$ cat src/rtl/dctq_sched_pkg.sv
// Shared types and constants for the DCTQ block scheduler.
// Holds the FSM state encoding and the block and bank geometry.
package dctq_sched_pkg;

    localparam int unsigned BLK_COEFS = 64;
    localparam int unsigned NBANKS    = 2;
    localparam int unsigned IDX_W     = $clog2(BLK_COEFS);

    typedef enum logic [1:0] {
        IDLE,
        LAUNCH,
        RUN
    } state_t;

endpackage

$ cat src/rtl/dctq_bank_tracker.sv
// Occupancy tracking for the two input-RAM banks.
// Hands the loader its next bank and the core its read bank, and flags overflow.
module dctq_bank_tracker
    import dctq_sched_pkg::*;
(
    input  logic              clk,
    input  logic              reset,
    input  logic              wr_done,
    input  logic              blk_done,
    output logic [NBANKS-1:0] full,
    output logic              wr_bank,
    output logic              rd_bank,
    output logic              buf_full,
    output logic              ovf_err
);

    logic [NBANKS-1:0] full_q, full_d;
    logic              wr_bank_q, wr_bank_d;
    logic              rd_bank_q, rd_bank_d;
    logic              ovf_q, ovf_d;

    always_comb begin
        full_d    = full_q;
        wr_bank_d = wr_bank_q;
        rd_bank_d = rd_bank_q;
        ovf_d     = ovf_q;
        if (wr_done) begin
            if (&full_q) begin
                ovf_d = 1'b1;
            end else begin
                full_d[wr_bank_q] = 1'b1;
                wr_bank_d         = ~wr_bank_q;
            end
        end
        // A simultaneous set always targets the other bank, so both land.
        if (blk_done) begin
            full_d[rd_bank_q] = 1'b0;
            rd_bank_d         = ~rd_bank_q;
        end
    end

    always_ff @(posedge clk or posedge reset) begin
        if (reset) begin
            full_q    <= '0;
            wr_bank_q <= 1'b0;
            rd_bank_q <= 1'b0;
            ovf_q     <= 1'b0;
        end else begin
            full_q    <= full_d;
            wr_bank_q <= wr_bank_d;
            rd_bank_q <= rd_bank_d;
            ovf_q     <= ovf_d;
        end
    end

    assign full     = full_q;
    assign wr_bank  = wr_bank_q;
    assign rd_bank  = rd_bank_q;
    assign buf_full = &full_q;
    assign ovf_err  = ovf_q;

endmodule

$ cat src/rtl/dctq_sched.sv
// DCTQ block scheduler: launches the core on a full bank, checks the 64
// zig-zag coefficient addresses of each block and releases the bank.
module dctq_sched
    import dctq_sched_pkg::*;
#(
    parameter int unsigned CNT_W = 16,
    parameter int unsigned TMO   = 255
) (
    input  logic             clk,
    input  logic             reset,
    input  logic             wr_done,
    output logic             wr_bank,
    output logic             buf_full,
    input  logic             core_ready,
    output logic             core_start,
    output logic             rd_bank,
    input  logic             dctq_valid,
    input  logic [IDX_W-1:0] dctq_addr,
    input  logic             out_afull,
    output logic             core_hold,
    output logic             blk_done,
    output logic [CNT_W-1:0] blk_count,
    output logic             seq_err,
    output logic             ovf_err,
    output logic             tmo_err,
    output logic             busy
);

    localparam int unsigned TMO_W = $clog2(TMO + 1);

    state_t             state_q, state_d;
    logic [TMO_W-1:0]   tmo_cnt_q, tmo_cnt_d;
    logic [IDX_W-1:0]   idx_q, idx_d;
    logic [CNT_W-1:0]   cnt_q, cnt_d;
    logic               start_q, start_d;
    logic               done_q, done_d;
    logic               seq_q, seq_d;
    logic               tmo_err_q, tmo_err_d;
    logic               hold_q;
    logic [NBANKS-1:0]  full;

    // Fed with the next-state pulse so the bank frees in the same cycle
    // blk_done is seen, keeping IDLE from relaunching the finished bank.
    dctq_bank_tracker u_bank (
        .clk      (clk),
        .reset    (reset),
        .wr_done  (wr_done),
        .blk_done (done_d),
        .full     (full),
        .wr_bank  (wr_bank),
        .rd_bank  (rd_bank),
        .buf_full (buf_full),
        .ovf_err  (ovf_err)
    );

    always_comb begin
        state_d   = state_q;
        tmo_cnt_d = tmo_cnt_q;
        idx_d     = idx_q;
        cnt_d     = cnt_q;
        done_d    = 1'b0;
        seq_d     = seq_q;
        tmo_err_d = tmo_err_q;
        if (dctq_valid && state_q != RUN) begin
            seq_d = 1'b1;
        end
        case (state_q)
            IDLE: begin
                if (full[rd_bank] && core_ready) begin
                    state_d   = LAUNCH;
                    tmo_cnt_d = '0;
                end
            end
            LAUNCH: begin
                if (!core_ready) begin
                    state_d = RUN;
                end else if (tmo_cnt_q == TMO_W'(TMO)) begin
                    state_d   = IDLE;
                    tmo_err_d = 1'b1;
                end else begin
                    tmo_cnt_d = tmo_cnt_q + 1'b1;
                end
            end
            RUN: begin
                if (dctq_valid) begin
                    if (dctq_addr != idx_q) begin
                        seq_d = 1'b1;
                    end
                    if (idx_q == IDX_W'(BLK_COEFS - 1)) begin
                        done_d  = 1'b1;
                        idx_d   = '0;
                        cnt_d   = cnt_q + 1'b1;
                        state_d = IDLE;
                    end else begin
                        idx_d = idx_q + 1'b1;
                    end
                end
            end
            default: state_d = IDLE;
        endcase
        start_d = (state_q == IDLE) && (state_d == LAUNCH);
    end

    always_ff @(posedge clk or posedge reset) begin
        if (reset) begin
            state_q   <= IDLE;
            tmo_cnt_q <= '0;
            idx_q     <= '0;
            cnt_q     <= '0;
            start_q   <= 1'b0;
            done_q    <= 1'b0;
            seq_q     <= 1'b0;
            tmo_err_q <= 1'b0;
            hold_q    <= 1'b0;
        end else begin
            state_q   <= state_d;
            tmo_cnt_q <= tmo_cnt_d;
            idx_q     <= idx_d;
            cnt_q     <= cnt_d;
            start_q   <= start_d;
            done_q    <= done_d;
            seq_q     <= seq_d;
            tmo_err_q <= tmo_err_d;
            hold_q    <= out_afull;
        end
    end

    assign core_start = start_q;
    assign blk_done   = done_q;
    assign blk_count  = cnt_q;
    assign seq_err    = seq_q;
    assign tmo_err    = tmo_err_q;
    assign core_hold  = hold_q;
    assign busy       = (state_q != IDLE);

endmodule

$ cat config.mk
export PLATFORM = sky130hd
export DESIGN_NAME = dctq_sched
export DESIGN_NICKNAME = d
export VERILOG_FILES = /design/src/rtl/dctq_sched_pkg.sv /design/src/rtl/dctq_bank_tracker.sv /design/src/rtl/dctq_sched.sv
export SDC_FILE = /design/constraint.sdc
export NUM_CORES = 1
export LEC_CHECK = 0
export ABC_AREA = 1
export BUFFER_PORTS_ARGS = -buffer_cell sky130_fd_sc_hd__buf_2
export CORE_UTILIZATION = 55
export CTS_BUF_LIST = sky130_fd_sc_hd__clkbuf_4 sky130_fd_sc_hd__clkbuf_8
export CTS_CLUSTER_DIAMETER = 200
export DETAILED_ROUTE_END_ITERATION = 8
export GPL_TIMING_DRIVEN = 0
export PLACE_DENSITY_LB_ADDON = 0.08
export RECOVER_POWER = 100
export SETUP_SLACK_MARGIN = 0.1
export SLEW_MARGIN = 20
export SYNTH_ARGS = -nofsm -noshare
export SYNTH_HDL_FRONTEND = slang
export SYNTH_SLANG_ARGS = --single-unit
$ cat constraint.sdc
create_clock -name clk -period 1.87 [get_ports clk]
set_input_delay 0.0935 -clock clk [delete_from_list [all_inputs] [get_ports clk]]
set_output_delay 0.0935 -clock clk [all_outputs]
set_load 0.03 [all_outputs]
==> results of run 1 <==
repair_timing:
action,4_1_cts,5_1_grt
resized for setup,0,0
hold endpoints to repair,12,0
hold buffers,2,0
worst reg2reg max path, delay by kind of cell, from the launching register on:
family / cells / cell delay [ps]
AO/OA/AOI/OAI: 1 / 120
adder cells (fa/ha/maj): 1 / 200
buffers and inverters: 2 / 230
flip-flops: 1 / 410
AND/OR/NAND/NOR: 3 / 540
cells in the mapped netlist:
master | n | area share [%]
nor2_4 | 5 | 2.3
a21oi_1 | 2 | 0.41
o21bai_1 | 1 | 0.31
xor2_1 | 8 | 2.9
o21ai_2 | 5 | 1.8
inv_2 | 2 | 0.31
nand4_1 | 8 | 2.1
a31o_2 | 1 | 0.36
nand3_4 | 1 | 0.72
nand3_1 | 13 | 2.7
nor2_2 | 1 | 0.26
inv_1 | 49 | 7.6
o21bai_2 | 1 | 0.46
buf_6 | 3 | 1.4
nor2_8 | 1 | 0.83
inv_4 | 1 | 0.26
nor2_1 | 26 | 4.0
o211ai_1 | 1 | 0.31
nand3b_1 | 1 | 0.31
dfrtp_1 | 42 | 43
ha_1 | 3 | 1.5
nand2_2 | 6 | 1.5
xnor2_1 | 4 | 1.4
nand2_1 | 109 | 17
o21ai_1 | 3 | 0.62
nor3_1 | 1 | 0.21
o21ai_0 | 16 | 3.3
nor3_4 | 1 | 0.67
clkinv_2 | 1 | 0.21
nand2_4 | 1 | 0.46
nand3_2 | 1 | 0.41
layout make-up:
cell class	instances	area [sq um]	share of cell area, %
plain buffers	3	33.8	1.22
clock buffers	6	82.6	2.99
clock inverters	2	60.1	2.17
inverters	53	203	7.33
multi-input cells	220	1100	39.6
flip-flops and latches	42	1050	38.0
well taps	50	62.6	2.26
repair buffers	40	178	6.42
metrics by stage:
| stage | instances | utilization (%) | instance area, sq um | hold WS (ps) | total power (uW) |
|---|---|---|---|---|---|
| 6_report | 416 | 67.2 | 2770 | 24.3 | 2830 |
| 5_1_grt | 416 | 67.2 | 2770 | 21.4 | 3010 |
| 4_1_cts | 416 | 69.4 | 2850 | 14.7 | 2920 |
| 3_5_place_dp | 406 | 65.4 | 2690 | 51.3 | 2030 |
| 3_3_place_gp | 405 | 64.9 | 2670 | 201 | 2010 |
| 2_1_floorplan | 318 | - | 2420 | 125 | 1830 |
flip-flops by register name, indices dropped and copies added (netlist names):
register / cells
u_bank.ovf_err: 1
core_start: 1
state_q: 2
tmo_err: 1
blk_count: 16
u_bank.wr_bank: 1
blk_done: 1
idx_q: 6
seq_err: 1
tmo_cnt_q: 8
u_bank.full: 2
u_bank.rd_bank: 1
core_hold: 1
worst max path at each step:
| stage | from | endpoint | cells past startpoint |
|---|---|---|---|
| 3_3_place_gp | reset | blk_count[8] | 2 |
| 6_report | idx_q[1] | u_bank.full[0] | 7 |
| 3_5_place_dp | idx_q[1] | blk_count[11] | 7 |
| 4_1_cts | idx_q[1] | u_bank.full[0] | 7 |
| 5_1_grt | reset | tmo_cnt_q[2] | 4 |
| 2_1_floorplan | blk_count[1] | blk_count[8] | 7 |
kinds of logic after synthesis:
| family | synth area share [%] |
|---|---|
| fa+ha+maj | 1.55 |
| buf+inv | 9.76 |
| flops | 43.4 |
| xor+xnor | 4.34 |
| simple gates | 33.4 |
| compound gates | 7.59 |
per-layer routing:
layer | vias to the layer above | part of all wire [%] | track usage (%)
met5 | - | 0 | 0
met4 | 0 | 0.40 | 4.95
met3 | 2 | 4.0 | 5.83
met2 | 43 | 48 | 39.6
met1 | 964 | 48 | 28.5
li1 | 1071 | - | -
power groups by stage:
stage                     Sequential (uW)  Combinational [uW]  Clock [uW]
final                                1190                 772         875
after floorplan                      1250                 578           0
after global routing                 1210                 876         934
after detailed placement             1200                 829           0
after global placement               1200                 807           0
after CTS                            1190                 840         895
==> metrics.md, run 1 <==
| Metric | Value |
|---|---|
| Post-CTS setup buffer count | 0 |
| Number of global-route vias before repair | 1917 |
| GRT overflow | 0 |
| Fin. max-slew vios | 0 |
| Net Sw Frac | 34.8% |
| Diodes inserted | 0 |
| Crit-path max FO | 10 |
| Seq pwr share | 41.9% |
| Post-synthesis sequential area ratio | approximately 43% |
| Critical path required time | 2050 ps |
| WL final | 4.77 mm |
| Synth Warn # | 0 |
| Clk buf depth | 2 |
| DRC | 0 |
| Hold_sp | core_ready |
| Worst r2r src | idx_q[1] |
| Final ANT Viol Nets | 0 |
| Total Routing Usage GR | a little under a quarter |
| Netlist cell types | 31 |
| Syn Area/Cell | 7.62 sq um |
| Initial Utilization | roughly three fifths |
| NumNets Final | between 300 and 400 |
| PortBufs | 37 |
| Total power divided by cell area | 1020 mW/mm^2 |
| Synth Cell Area | 0.00242 sq mm |
| Fillers | a little under 400 |
| Worst R2R End | u_bank.full[0] |
| Flop-to-flop setup slack | 260 ps |
| I/O Pins | 38 |
| Highest clock rate | slightly above 0.6 GHz |
| Clock share of power | a little under a third |
| Root Buffer | clkbuf_8 |
| Share of cells above drive strength 1 | 11.7% |
| Run status | finished, final reports clean |
| Clk Latency, worst-skew pair | 290 ps |
| Maximum vdd drop | 466 uV |
| Crit path time final | approximately 1600 ps |
| Antenna violations before repair | 0 |
| Die Wd | 68.4 microns |
| Worst setup EP type | flop |
| CTS tree | yes |
| Cells along the critical path | ha_1, nand3_2, nor2_1, nand3_4, buf_6, o21ai_1, inv_1 |
| Startpoint types | flop |
| Num CTS Buffers | 5 |
| Area Growth Syn to Fin | 14.1% |
| Slew margin rel. | 48.8% |
| CP Class | reg2reg |
| Fin crit share | 85.9% |
| Slowest stage cell, crit path | dfrtp_1 |
| TritonCTS sink count | 42 |
| Worst hold path cell count | 2 |
| Final Wtd Congestion | 0.851 |
| Largest net degree at the start of global routing | 32 |
| CP max stage delay | 410 ps |
| Routed length per instance | 11.5 microns |
| CP Buf/Inv Count | 2 |
| Switch Pwr | 987 uW |
| Leak Pwr | 0.00142 uW |
| First-pass GRT wire length | 7.89 mm |
| Iteration-0 DRC Markers | 79 |
| Final setup viols | 0 |
| Cell-internal power | roughly 1800 uW |
| R2R depth | 7 |
| Num rows | 23 |
| Hold worst-path end | state_q[1] |
| Commonest non-fill, non-tap cell in the layout | nand2_1 |
| Worst hold path type | in2reg |
| Commonest cells after routing, fill and taps aside | nand2_1 (113), inv_1 (49), dfrtp_1 (42) |
| CP Data Arrival Time | 1790 ps |
| Worst Tran Pin Value | 768 ps |
| H-tree depth | 2 |
| Core Region | a little over 0.004 sq mm |
| RSZ-0062 raised after global routing | false |
| Die area | 0.00468 sq mm |
| Comb power frac | 27.2% |
| CTS clock-pin slew for the worst setup and hold paths | 80 ps |
| DIE HEIGHT | 68.4 microns |
| Vias per cell | 5.00 |
| Seq cells post-synth | 42 |
| Syn Nets | around 330 |
| Clock skew | around 8.8 ps |
| Setup_tns | 0 ps |
| PnR worst setup slack | roughly 260 ps |
| Vias | approximately 2100 |
| Critical path's top delay family | simple AND/OR/NAND/NOR gates |
| Place WS | around 330 ps |
| Post-Synthesis Cells | 318 |
| Final hold violations | 0 |
| Detailed Place HPWL | 3.67 mm |
| Max cap viols | 0 |
| First-pass detailed-route iteration total | 4 |
No activity file was read; power rests on OpenSTA's default activity.
==> inputs of run 2 (changes only) <==
--- a/config.mk
+++ b/config.mk
@@ -13,7 +13,6 @@
 export DETAILED_ROUTE_END_ITERATION = 8
 export GPL_TIMING_DRIVEN = 0
 export PLACE_DENSITY_LB_ADDON = 0.08
-export RECOVER_POWER = 100
 export SETUP_SLACK_MARGIN = 0.1
 export SLEW_MARGIN = 20
 export SYNTH_ARGS = -nofsm -noshare
==> run 2 against run 1 <==
Clock power barely moved; register-to-register slack improved by 80 ps; non-clock buffer count unchanged; worst setup slack better by 82 ps; total power is 1.9% higher; combinational power grew 6.6%; critical path depth stayed put; clock skew about the same; first-iteration DRC count shrank 7.6%; sequential cell count unchanged; cell area up 3.2%; sequential power is essentially flat; largest cell class unchanged; largest power group unchanged.
==> metrics.md, run 2 (synthesized netlist as in run 1, its figures left out) <==
| Metric | Value |
|---|---|
| Run status | finished, final reports clean |
| NumNets Final | 380 |
| Critical path's top delay family | simple AND/OR/NAND/NOR gates |
| Finished Cell Area | 0.00285 sq mm |
| Maximum vdd drop | 479 uV |
| Worst R2R End | u_bank.full[0] |
| Routed length per instance | 11.3 microns |
| Largest net degree at the start of global routing | 32 |
| Clock skew | 8.92 ps |
| Worst hold path type | in2reg |
| Vias per cell | 4.95 |
| Final hold violations | 0 |
| Largest register FFs | 16 |
| Worst hold path cell count | 2 |
| Detailed Place HPWL | 3.67 mm |
| CP max stage delay | ~410 ps |
| Worst r2r src | idx_q[1] |
| Commonest cells after routing, fill and taps aside | nand2_1 (109), inv_1 (48), dfrtp_1 (42) |
| Core Region | between 0.004 and 0.005 sq mm |
| Crit path time final | between 1500 and 2000 ps |
| Final ANT Viol Nets | 0 |
| Cells along the critical path | ha_1, nand3_2, nor2_4, nand3_4, buf_6, o21ai_1, inv_1 |
| Number of global-route vias before repair | 1917 |
| CTS tree | yes |
| Share of cells above drive strength 1 | 21.3% |
| CP Buf/Inv Count | 2 |
| Final Wtd Congestion | 0.851 |
| Clk buf depth | 2 |
| Diodes inserted | 0 |
| Worst setup EP type | flop |
| Clk Latency, worst-skew pair | 290 ps |
| Hold Slack | 31.0 ps |
| PortBufs | 37 |
| I/O Pins | 38 |
| Root Buffer | clkbuf_8 |
| Setup_tns | 0 ps |
| Critical path required time | just over 2000 ps |
| Final Util | 69.4% |
| H-tree depth | 2 |
| Total Routing Usage GR | 22.9% |
| WL final | 4.72 mm |
| TritonCTS sink count | 42 |
| Iteration-0 DRC Markers | 73 |
| Final setup viols | 0 |
| Vias | around 2100 |
| Hold worst-path end | state_q[1] |
| DRC | 0 |
| Fin crit share | between 80% and 90% |
| Flop-to-flop setup slack | 350 ps |
| GRT overflow | 0 |
| Instance count on the critical path | 7 |
| First-pass GRT wire length | 7.89 mm |
| Num rows | 23 |
| CP Data Arrival Time | 1710 ps |
| CTS clock-pin slew for the worst setup and hold paths | about 80 ps |
| Die Wd | slightly below 70 microns |
| First-pass detailed-route iteration total | 4 |
| Area Growth Syn to Fin | 17.8% |
| CP Class | reg2reg |
| R2R depth | 7 |
| Antenna violations before repair | 0 |
| Slowest stage cell, crit path | dfrtp_1 |
| Fin. max-slew vios | 0 |
| DIE HEIGHT | 68.4 microns |
| Fillers | 372 |
| Max cap viols | 0 |
| Highest clock rate | around 0.66 GHz |
| DP Area | 0.00269 sq mm |
| RSZ-0062 raised after global routing | false |
| Slew margin rel. | between 70% and 80% |
| Commonest non-fill, non-tap cell in the layout | nand2_1 |
| Startpoint types | flop |
| Total power divided by cell area | 1010 mW/mm^2 |
| Hold_sp | core_ready |
| Initial Utilization | between 50% and 60% |
| Worst Tran Pin Value | 362 ps |
| Leak Pwr | 0.00152 uW |
| Num CTS Buffers | 5 |
| Post-CTS setup buffer count | 0 |
| Crit-path max FO | 10 |
| Die area | 0.00468 sq mm |
-- run 2: cell types whose count changed in the layout (fill, tap and decap cells not counted), moves of 2 or more --
| cell | delta |
|---|---|
| clkbuf_1 | -26 |
| o21ai_0 | -3 |
| nand2_1 | -4 |
| nor2_4 | +2 |
| buf_2 | +26 |
| nor2_1 | -2 |
| nand2_2 | +4 |
| o21ai_1 | +2 |
-- run 2: per-layer routing --
metal  GRT usage, %  wire length (microns)  vias to the layer above
met5              0                      0                        -
met4           4.95                     19                        0
met3           5.83                    196                        2
met2           39.6                   2300                       38
met1           28.5                   2200                      949
li1               -                      -                     1070
-- run 2: cell type report --
| class | instances | area (sq um) | share of cell area, % |
|---|---|---|---|
| Inverter | 53 | 203 | 7.10 |
| Clock inverter | 2 | 60.1 | 2.10 |
| Sequential cell | 42 | 1050 | 36.8 |
| Multi-Input combinational cell | 220 | 1140 | 39.8 |
| Tap cell | 50 | 62.6 | 2.19 |
| Timing Repair Buffer | 40 | 225 | 7.89 |
| Buffer | 3 | 33.8 | 1.18 |
| Clock buffer | 6 | 82.6 | 2.89 |
-- run 2: how the worst max path moves through the flow --
stage | start | to | slack, ps
floorplan | blk_count[1] | blk_count[8] | 350
global placement | reset | blk_count[8] | 230
detailed placement | idx_q[1] | blk_count[11] | 330
CTS | idx_q[1] | u_bank.full[0] | 330
global route | blk_count[1] | blk_count[12] | 210
finish | idx_q[1] | u_bank.full[0] | 350
-- run 2: repair_timing --
action / CTS / global route
resized for setup: 0 / 0
hold buffers: 2 / 0
endpoints found under the hold margin: 12 / 0
-- run 2: where the power goes --
group	total [uW]	switching, uW	internal, uW	leakage, uW
combinational	823	559	264	0.000934
sequential	1190	148	1040	0.000512
clock	875	305	570	0.0000714
total	2890	1010	1870	0.00152
-- run 2: through the flow --
stage               power (uW)  setup WS (ps)  cells
floorplan                 1830            348    318
global placement          2010            228    405
CTS                       2920            331    416
detailed placement        2030            329    406
global route              3070            214    416
finish                    2890            346    416
